<file path="config.mk">
export PLATFORM = sky130hd
export DESIGN_NAME = mux_nbit_rr
export DESIGN_NICKNAME = d
export VERILOG_FILES = /design/src/rtl/mux_nbit_rr.sv
export SDC_FILE = /design/constraint.sdc
export NUM_CORES = 1
export LEC_CHECK = 0
export ABC_AREA = 1
export BUFFER_PORTS_ARGS = -buffer_cell sky130_fd_sc_hd__buf_4
export CORE_MARGIN = 1.5
export CORE_UTILIZATION = 46
export CTS_BUF_LIST = sky130_fd_sc_hd__clkbuf_4 sky130_fd_sc_hd__clkbuf_8 sky130_fd_sc_hd__clkbuf_16
export DETAILED_ROUTE_END_ITERATION = 8
export PLACE_DENSITY = 0.79
export SLEW_MARGIN = 20
export SYNTH_ARGS = -nofsm -noshare
export SYNTH_HDL_FRONTEND = slang
export SYNTH_SLANG_ARGS = --single-unit
</file>
<file path="constraint.sdc">
create_clock -name clk -period 2.24 [get_ports clk]
set_clock_uncertainty 0.1 [all_clocks]
set_input_delay 0.224 -clock clk [delete_from_list [all_inputs] [get_ports clk]]
set_output_delay 0.224 -clock clk [all_outputs]
set_load 0.05 [all_outputs]
</file>
<file path="src/rtl/mux_nbit_rr.sv">
// Registered N-channel, W-bit valid/ready multiplexer with fixed-select and
// round-robin grant modes; one output register stage, one cycle of latency.
module mux_nbit_rr #(
    parameter int WIDTH    = 8,
    parameter int CHANNELS = 4,
    parameter int SELW     = $clog2(CHANNELS)
) (
    input  logic                      clk,
    input  logic                      reset,
    input  logic [CHANNELS*WIDTH-1:0] in_data,
    input  logic [CHANNELS-1:0]       in_valid,
    output logic [CHANNELS-1:0]       in_ready,
    input  logic [SELW-1:0]           sel,
    input  logic                      rr_en,
    output logic [WIDTH-1:0]          out_data,
    output logic [SELW-1:0]           out_chan,
    output logic                      out_valid,
    input  logic                      out_ready
);

    logic            load;
    logic            grant_valid;
    logic [SELW-1:0] grant_idx;
    logic [WIDTH-1:0] grant_data;
    logic [SELW-1:0] last;
    int              idx;

    // Output register is empty or being drained this cycle, so it can take a word.
    assign load = ~out_valid | out_ready;

    always_comb begin
        // NOTE: every variable gets a default before any branch, so no latch is inferred.
        grant_valid = 1'b0;
        grant_idx   = '0;
        idx         = 0;
        if (rr_en) begin
            // Scan from the channel after the last one served, wrapping once.
            for (int k = 1; k <= CHANNELS; k++) begin
                idx = int'(last) + k;
                if (idx >= CHANNELS) idx = idx - CHANNELS;
                if (!grant_valid && in_valid[idx]) begin
                    grant_valid = 1'b1;
                    grant_idx   = SELW'(idx);
                end
            end
        end else begin
            // An out-of-range select matches no channel and simply never grants.
            for (int i = 0; i < CHANNELS; i++) begin
                if (sel == SELW'(i) && in_valid[i]) begin
                    grant_valid = 1'b1;
                    grant_idx   = SELW'(i);
                end
            end
        end
    end

    // Data mux kept separate from the grant so in_ready never depends on in_data.
    always_comb begin
        grant_data = '0;
        for (int i = 0; i < CHANNELS; i++) begin
            if (grant_idx == SELW'(i)) grant_data = in_data[i*WIDTH +: WIDTH];
        end
    end

    always_comb begin
        in_ready = '0;
        for (int i = 0; i < CHANNELS; i++) begin
            in_ready[i] = ~reset & load & grant_valid & (grant_idx == SELW'(i));
        end
    end

    always_ff @(posedge clk) begin
        // NOTE: non-blocking assignments so every register updates from pre-edge values.
        if (reset) begin
            out_valid <= 1'b0;
            out_data  <= '0;
            out_chan  <= '0;
            last      <= SELW'(CHANNELS - 1);
        end else if (load) begin
            if (grant_valid) begin
                out_data  <= grant_data;
                out_chan  <= grant_idx;
                out_valid <= 1'b1;
                last      <= grant_idx;
            end else if (out_ready) begin
                out_valid <= 1'b0;
            end
        end
    end

endmodule

</file>
==> flow_metrics.tcl, run 1 <==
set metrics [dict create \
    ys_types 30 \
    violations "negative setup slack" \
    crit_family "simple AND/OR/NAND/NOR gates" \
    maxSlewHeadroom_pct 38.90 \
    fin_crit_sh_pct 101.3 \
    path_buf_inv 3 \
    status "finished with violations" \
    placed_area_mm2 0.001697 \
    numPortBuffers 56 \
    gp_congestion 0.8273 \
    vdd.ir_drop.worst_v 0.0006402 \
    syn-num-nets 228 \
    min_path_type "input port to register" \
    critPathSlowestCell "dfxtp_4" \
    cts_root_buffer "clkbuf_4" \
    cts_max_path_buffers 2 \
    cts_tree "built" \
    drtIter0Drc 39 \
    synthTopCellsByArea "dfxtp_1 (21%), nand2_1 (16%), nand3_1 (9.9%)" \
    reg2reg_slack_ns -0.02 \
    avgSynthCellArea_um2 6.532 \
    rows 18 \
    fin_crit_ns 2.270 \
    r2r_start "last[0]" \
    synth_top_area_cell "dfxtp_1" \
    dp.final_hpwl_mm 2.582 \
    worst-r2r-cell-count 16 \
    die_width_um 54.39 \
    grt_max_degree 18 \
    routed-via-count 1583 \
    clock-sinks 13 \
    vias_per_cell 5.403 \
    antenna_found_initial 0 \
    worstPathRequired_ns 1.92 \
    leakage_nw 1.033 \
    path_max_fanout 11 \
    yosys_register_bits 13 \
    slew_violations 0 \
    path_cells "inv_8 > nand2_4 > nand2_4 > nand2_4 > nand2_4 > nor2_4 > nand3b_1 > nand3_2 > nand2_4 > inv_8 > nand2_8 > nor2_4 > buf_8" \
    finalSetupViolCount 5 \
    diodes 0 \
    drt_wl_total_mm 4.357 \
    crit_path_frequent_cell "nand2_4" \
    fmax_mhz 440.5 \
    initial_core_util_pct 49.04 \
    yosysSeqAreaShare_pct 21.42 \
    die_area_mm2 0.002958 \
    fill_cells 162 \
    synth_area_mm2 0.001215 \
    htree_levels 1 \
    hold_viol 0 \
    critPathCapture "in_ready[3]" \
    path_class "register to primary output" \
    rsz0062_at_grt "true" \
    yosysWarnings 0 \
    path_depth 13 \
    max_cap_viol_count 0 \
    core_mm2 0.002477 \
    final_area_mm2 0.002067 \
    ant_nets 0 \
    grtUsageTotal_pct 26.12 \
    synth_top_area_share_pct 21.42 \
    fin_nets 306 \
    chipHeight_um 54.39 \
    yosysMostFrequentCell "nand2_1" \
    syn_to_final_growth_pct 70.13 \
    clk_latency_ns 0.28 \
    async_flop_share_pct 0 \
    gr-total-overflow 0 \
    power_density_mw_per_mm2 850.9 \
    max_stage_delay_ns 0.42 \
    dr.pass1.iters 4 \
    clk_pin_slew_ns 0.08 \
    final_layout_size_suffix_gt1_share_pct 55.51 \
    setup_ws_ns -0.03003 \
    worstReg2RegEnd "out_data[0]" \
    avgRoutedWirePerCell_um 14.87 \
    synth_flop_cell "dfxtp_1" \
    worst_pin_slew_ns 0.9104 \
    min_path_cells 2 \
    grt_pass1_wl_mm 5.678 \
    synth_edf_count 0 \
    syn_inst 186 \
    drcViolationCount 0 \
    worst_ep_arrival_time_ns 1.95 \
    ios 57 \
    start_kind "register" \
    grt_pass1_vias 1321 \
    totalPowerFinal_mw 1.759 \
    cts_buffers 3 \
    endpoint_kind "primary output" \
    crit_start "last[0]" \
    synth_top_cells_by_count "nand2_1 (51), nand3_1 (24), inv_1 (17)" \
]
-- placed cells by master (no fill, tap or decap), drive strengths merged --
cell	count
clkbuf	4
a21boi	1
or3	1
nand3b	1
o211ai	2
nor2	10
inv	23
buf	78
nand2	66
nand3	28
nor3	6
dfxtp	13
a21oi	13
o21ai	6
nand4	11
-- power by group --
group          switching (mW)  internal (mW)  leakage (nW)  total (mW)
clock network          0.0799         0.0812        0.0184       0.161
logic                   0.768          0.498         0.906        1.27
registers              0.0466          0.285         0.108       0.332
-- final cells by class --
class,count,area (um^2),share of cell area [%]
clock buffer,4,30.03,1.453
multi-input combinational,145,982.2,47.52
tap,30,37.54,1.816
inverter,23,108.9,5.266
timing repair buffer,78,640.6,30.99
sequential,13,267.8,12.95
-- logic make-up (layout without fill, tap and decap cells) --
kind of cell | count (synthesis) | in the layout | synth area share, %
DFF | 13 | 13 | 21.42
AOI/OAI and AO/OA | 22 | 22 | 12.77
and+or+nand+nor | 122 | 123 | 53.14
buffers and inverters | 29 | 105 | 12.67
-- worst min path at each step --
| stage | from | endpoint | slack [ns] |
|---|---|---|---|
| after global routing | reset | out_data[7] | 0.08 |
| after global placement | out_data[0] | out_data[0] | 0.36 |
| after floorplan | out_ready | out_valid | 0.33 |
| after detailed placement | out_data[0] | out_data[0] | 0.36 |
| final | reset | out_data[7] | 0.09 |
| after CTS | reset | out_data[4] | 0.09 |
-- worst register-to-register path, delay by kind of cell, from the launching register on --
kind            cells  cell delay [ns]
buf+inv             4             0.54
simple gates       10             0.93
flops               1             0.42
compound gates      2             0.16
-- flip-flops by register name (all words and copies together), names as in the netlist --
register,flops
last,2
out_chan,2
out_data,8
out_valid,1
-- through the flow --
| stage | setup slack [ns] | utilization (%) | setup TNS [ns] | hold slack (ns) | cells |
|---|---|---|---|---|---|
| floorplan | 0.001705 | - | 0 | 0.3274 | 186 |
| detailed placement | 0.006091 | 68.48 | 0 | 0.3635 | 270 |
| CTS | -0.005177 | 76.16 | -0.005177 | 0.09042 | 287 |
| finish | -0.03003 | 83.43 | -0.08121 | 0.09039 | 293 |
| global placement | 0.06061 | 68.48 | 0 | 0.3578 | 270 |
| global route | -0.1383 | 83.43 | -0.9414 | 0.07948 | 293 |
-- what timing repair did --
action | 4_1_cts | 5_1_grt
pin swaps | 10 | 18
setup buffers | 12 | 6
cloned | 1 | 0
setup endpoints to repair | 4 | 12
hold buffers | 0 | 0
gates resized for setup | 19 | 36
-- metal layers --
metal / track usage (%) / part of all wire, % / up-vias
li1: - / - / 773
met1: 30.21 / 38 / 727
met2: 47.39 / 54 / 71
met3: 4.918 / 5.4 / 12
met4: 9.167 / 2.6 / 0
met5: 0 / 0 / -
Power figures use the tool's default switching activity.
==> run 2: changes to the inputs <==
==> constraint.sdc (replaced) <==
create_clock -name clk -period 2.24 [get_ports clk]
set_clock_uncertainty 0.1 [all_clocks]
set_input_delay 0.112 -clock clk [delete_from_list [all_inputs] [get_ports clk]]
set_output_delay 0.112 -clock clk [all_outputs]
set_load 0.05 [all_outputs]
==> run 2 against run 1 <==
The flow still finishes with violations (negative setup slack). Non-clock buffer count is 3 lower. Cell count is 1.4% lower. Clock-buffer cell count stayed put. Via count is 3.9% lower. Critical endpoint is now in_ready[1]. Largest cell class unchanged. Largest power group unchanged.
==> flow_metrics.tcl, run 2 (synthesis gave the netlist of run 1 again) <==
set metrics [dict create \
    drtIter0Drc 49 \
    grtUsageTotal_pct 23.04 \
    finalSetupViolCount 6 \
    post-place-ws_ns 0.06086 \
    ios 57 \
    critPathSlowestCell "dfxtp_4" \
    crit_path_frequent_cell "nand2_2" \
    worstPathRequired_ns 2.03 \
    top_register "out_data" \
    fin_nets 302 \
    htree_levels 1 \
    max_cap_viol_count 0 \
    ant_nets 0 \
    clock-sinks 13 \
    clk_latency_ns 0.27 \
    cts_max_path_buffers 2 \
    mostFrequentLayoutCell "buf_4" \
    path_cells "inv_8 > nand2_2 > nand2_1 > nand2_1 > nand2_2 > nor2_4 > nand3_2 > nand2_2 > nand3_4 > nand2_8 > clkinvlp_4 > nor3_4 > buf_6" \
    slew_violations 0 \
    final_cell_mix "buf_4 (69), nand2_1 (45), nand3_1 (23), inv_1 (16), nand2_2 (13)" \
    drt_wl_total_mm 4.027 \
    path_class "register to primary output" \
    grt_pass1_vias 1185 \
    dr.pass1.iters 4 \
    syn_to_final_growth_pct 58.08 \
    rows 18 \
    rsz0062_at_grt "true" \
    worst_pin_slew_ns 0.6737 \
    totalPowerFinal_mw 1.639 \
    largest_register_ffs 8 \
    die_area_mm2 0.002958 \
    gr-total-overflow 0 \
    avgRoutedWirePerCell_um 13.93 \
    numPortBuffers 56 \
    maxSlewHeadroom_pct 54.78 \
    gp_congestion 0.9030 \
    antenna_found_initial 0 \
    fin_crit_ns 2.393 \
    cts_buffers 3 \
    start_kind "register" \
    path_max_fanout 9 \
    vias_per_cell 5.266 \
    status "finished with violations" \
    leakage_nw 0.9402 \
    multi_input_area_um2 888.4 \
    register_area_um2 267.8 \
    clk_pin_slew_ns 0.08 \
    placed_area_mm2 0.001657 \
    endpoint_kind "primary output" \
    power_density_mw_per_mm2 853.2 \
    core_mm2 0.002477 \
    dp.final_hpwl_mm 2.586 \
    grt_pass1_wl_mm 5.057 \
    setup_ws_ns -0.1529 \
    worst_ep_arrival_time_ns 2.18 \
    cts_root_buffer "clkbuf_4" \
    chipHeight_um 54.39 \
    fill_cells 183 \
    cts_tree "built" \
    diodes 0 \
    final_area_mm2 0.001921 \
    min_path_type "input port to register" \
    hold_viol 0 \
    die_width_um 54.39 \
    initial_core_util_pct 49.04 \
    violations "negative setup slack" \
    final_layout_size_suffix_gt1_share_pct 49.81 \
    finish.utilization_pct 77.53 \
    fin_crit_sh_pct 106.8 \
    drcViolationCount 0 \
    grt_max_degree 16 \
    vdd.ir_drop.worst_v 0.0006904 \
    routed-via-count 1522 \
    top_regs "out_data: 8 flops, last: 2 flops, out_chan: 2 flops" \
    max_stage_delay_ns 0.42 \
    fmax_mhz 417.9 \
]
run 2: final cells by class:
| cell class | count | share of cell area, % |
|---|---|---|
| multi-input combinational | 144 | 46.25 |
| timing repair buffer | 75 | 30.42 |
| clock buffer | 4 | 1.564 |
| tap | 30 | 1.954 |
| sequential | 13 | 13.94 |
| inverter | 23 | 5.863 |
run 2: per-layer routing:
layer | wire length, um | global-route usage [%] | vias up
li1 | - | - | 767
met1 | 1707 | 32.30 | 695
met2 | 2041 | 37.95 | 51
met3 | 182 | 1.366 | 9
met4 | 96 | 6.250 | 0
met5 | 0 | 0 | -
run 2: path summary, 6_finish.rpt:
path / startpoint / to / slack, ns / cells past startpoint
worst max register to register: last[0] / out_data[3] / -0.11 / 17
worst min-delay path: out_ready / out_valid / 0.06 / 4
worst min register to register: out_chan[0] / out_chan[0] / 0.37 / 2
worst max-delay path: last[0] / in_ready[1] / -0.15 / 13
run 2: critical path, delay by kind of cell (launching register included):
kind	cells	cell delay (ns)
AND/OR/NAND/NOR	10	1.07
flip-flops	1	0.42
buffers and inverters	3	0.40
run 2: report_power, final:
part	internal (mW)	leakage [nW]	total, mW	switching, mW
clock network	0.0811	0.0184	0.157	0.0757
registers	0.285	0.108	0.331	0.0455
logic	0.433	0.814	1.15	0.718
total	0.800	0.940	1.64	0.839
run 2: per-stage QoR:
stage	hold WS, ns	TNS [ns]	std cells
3_5_place_dp	0.2647	0	269
2_1_floorplan	0.2154	-0.2502	186
3_3_place_gp	0.2616	0	269
5_1_grt	0.08393	-1.369	289
4_1_cts	0.05443	0	277
6_report	0.05699	-0.3338	289
run 2: what timing repair did:
item,CTS,global route
hold buffers,1,0
pin swaps,0,10
endpoints found under the hold margin,7,0
gates cloned,0,0
buffers inserted,3,12
setup endpoints to repair,4,12
resized for setup,9,22
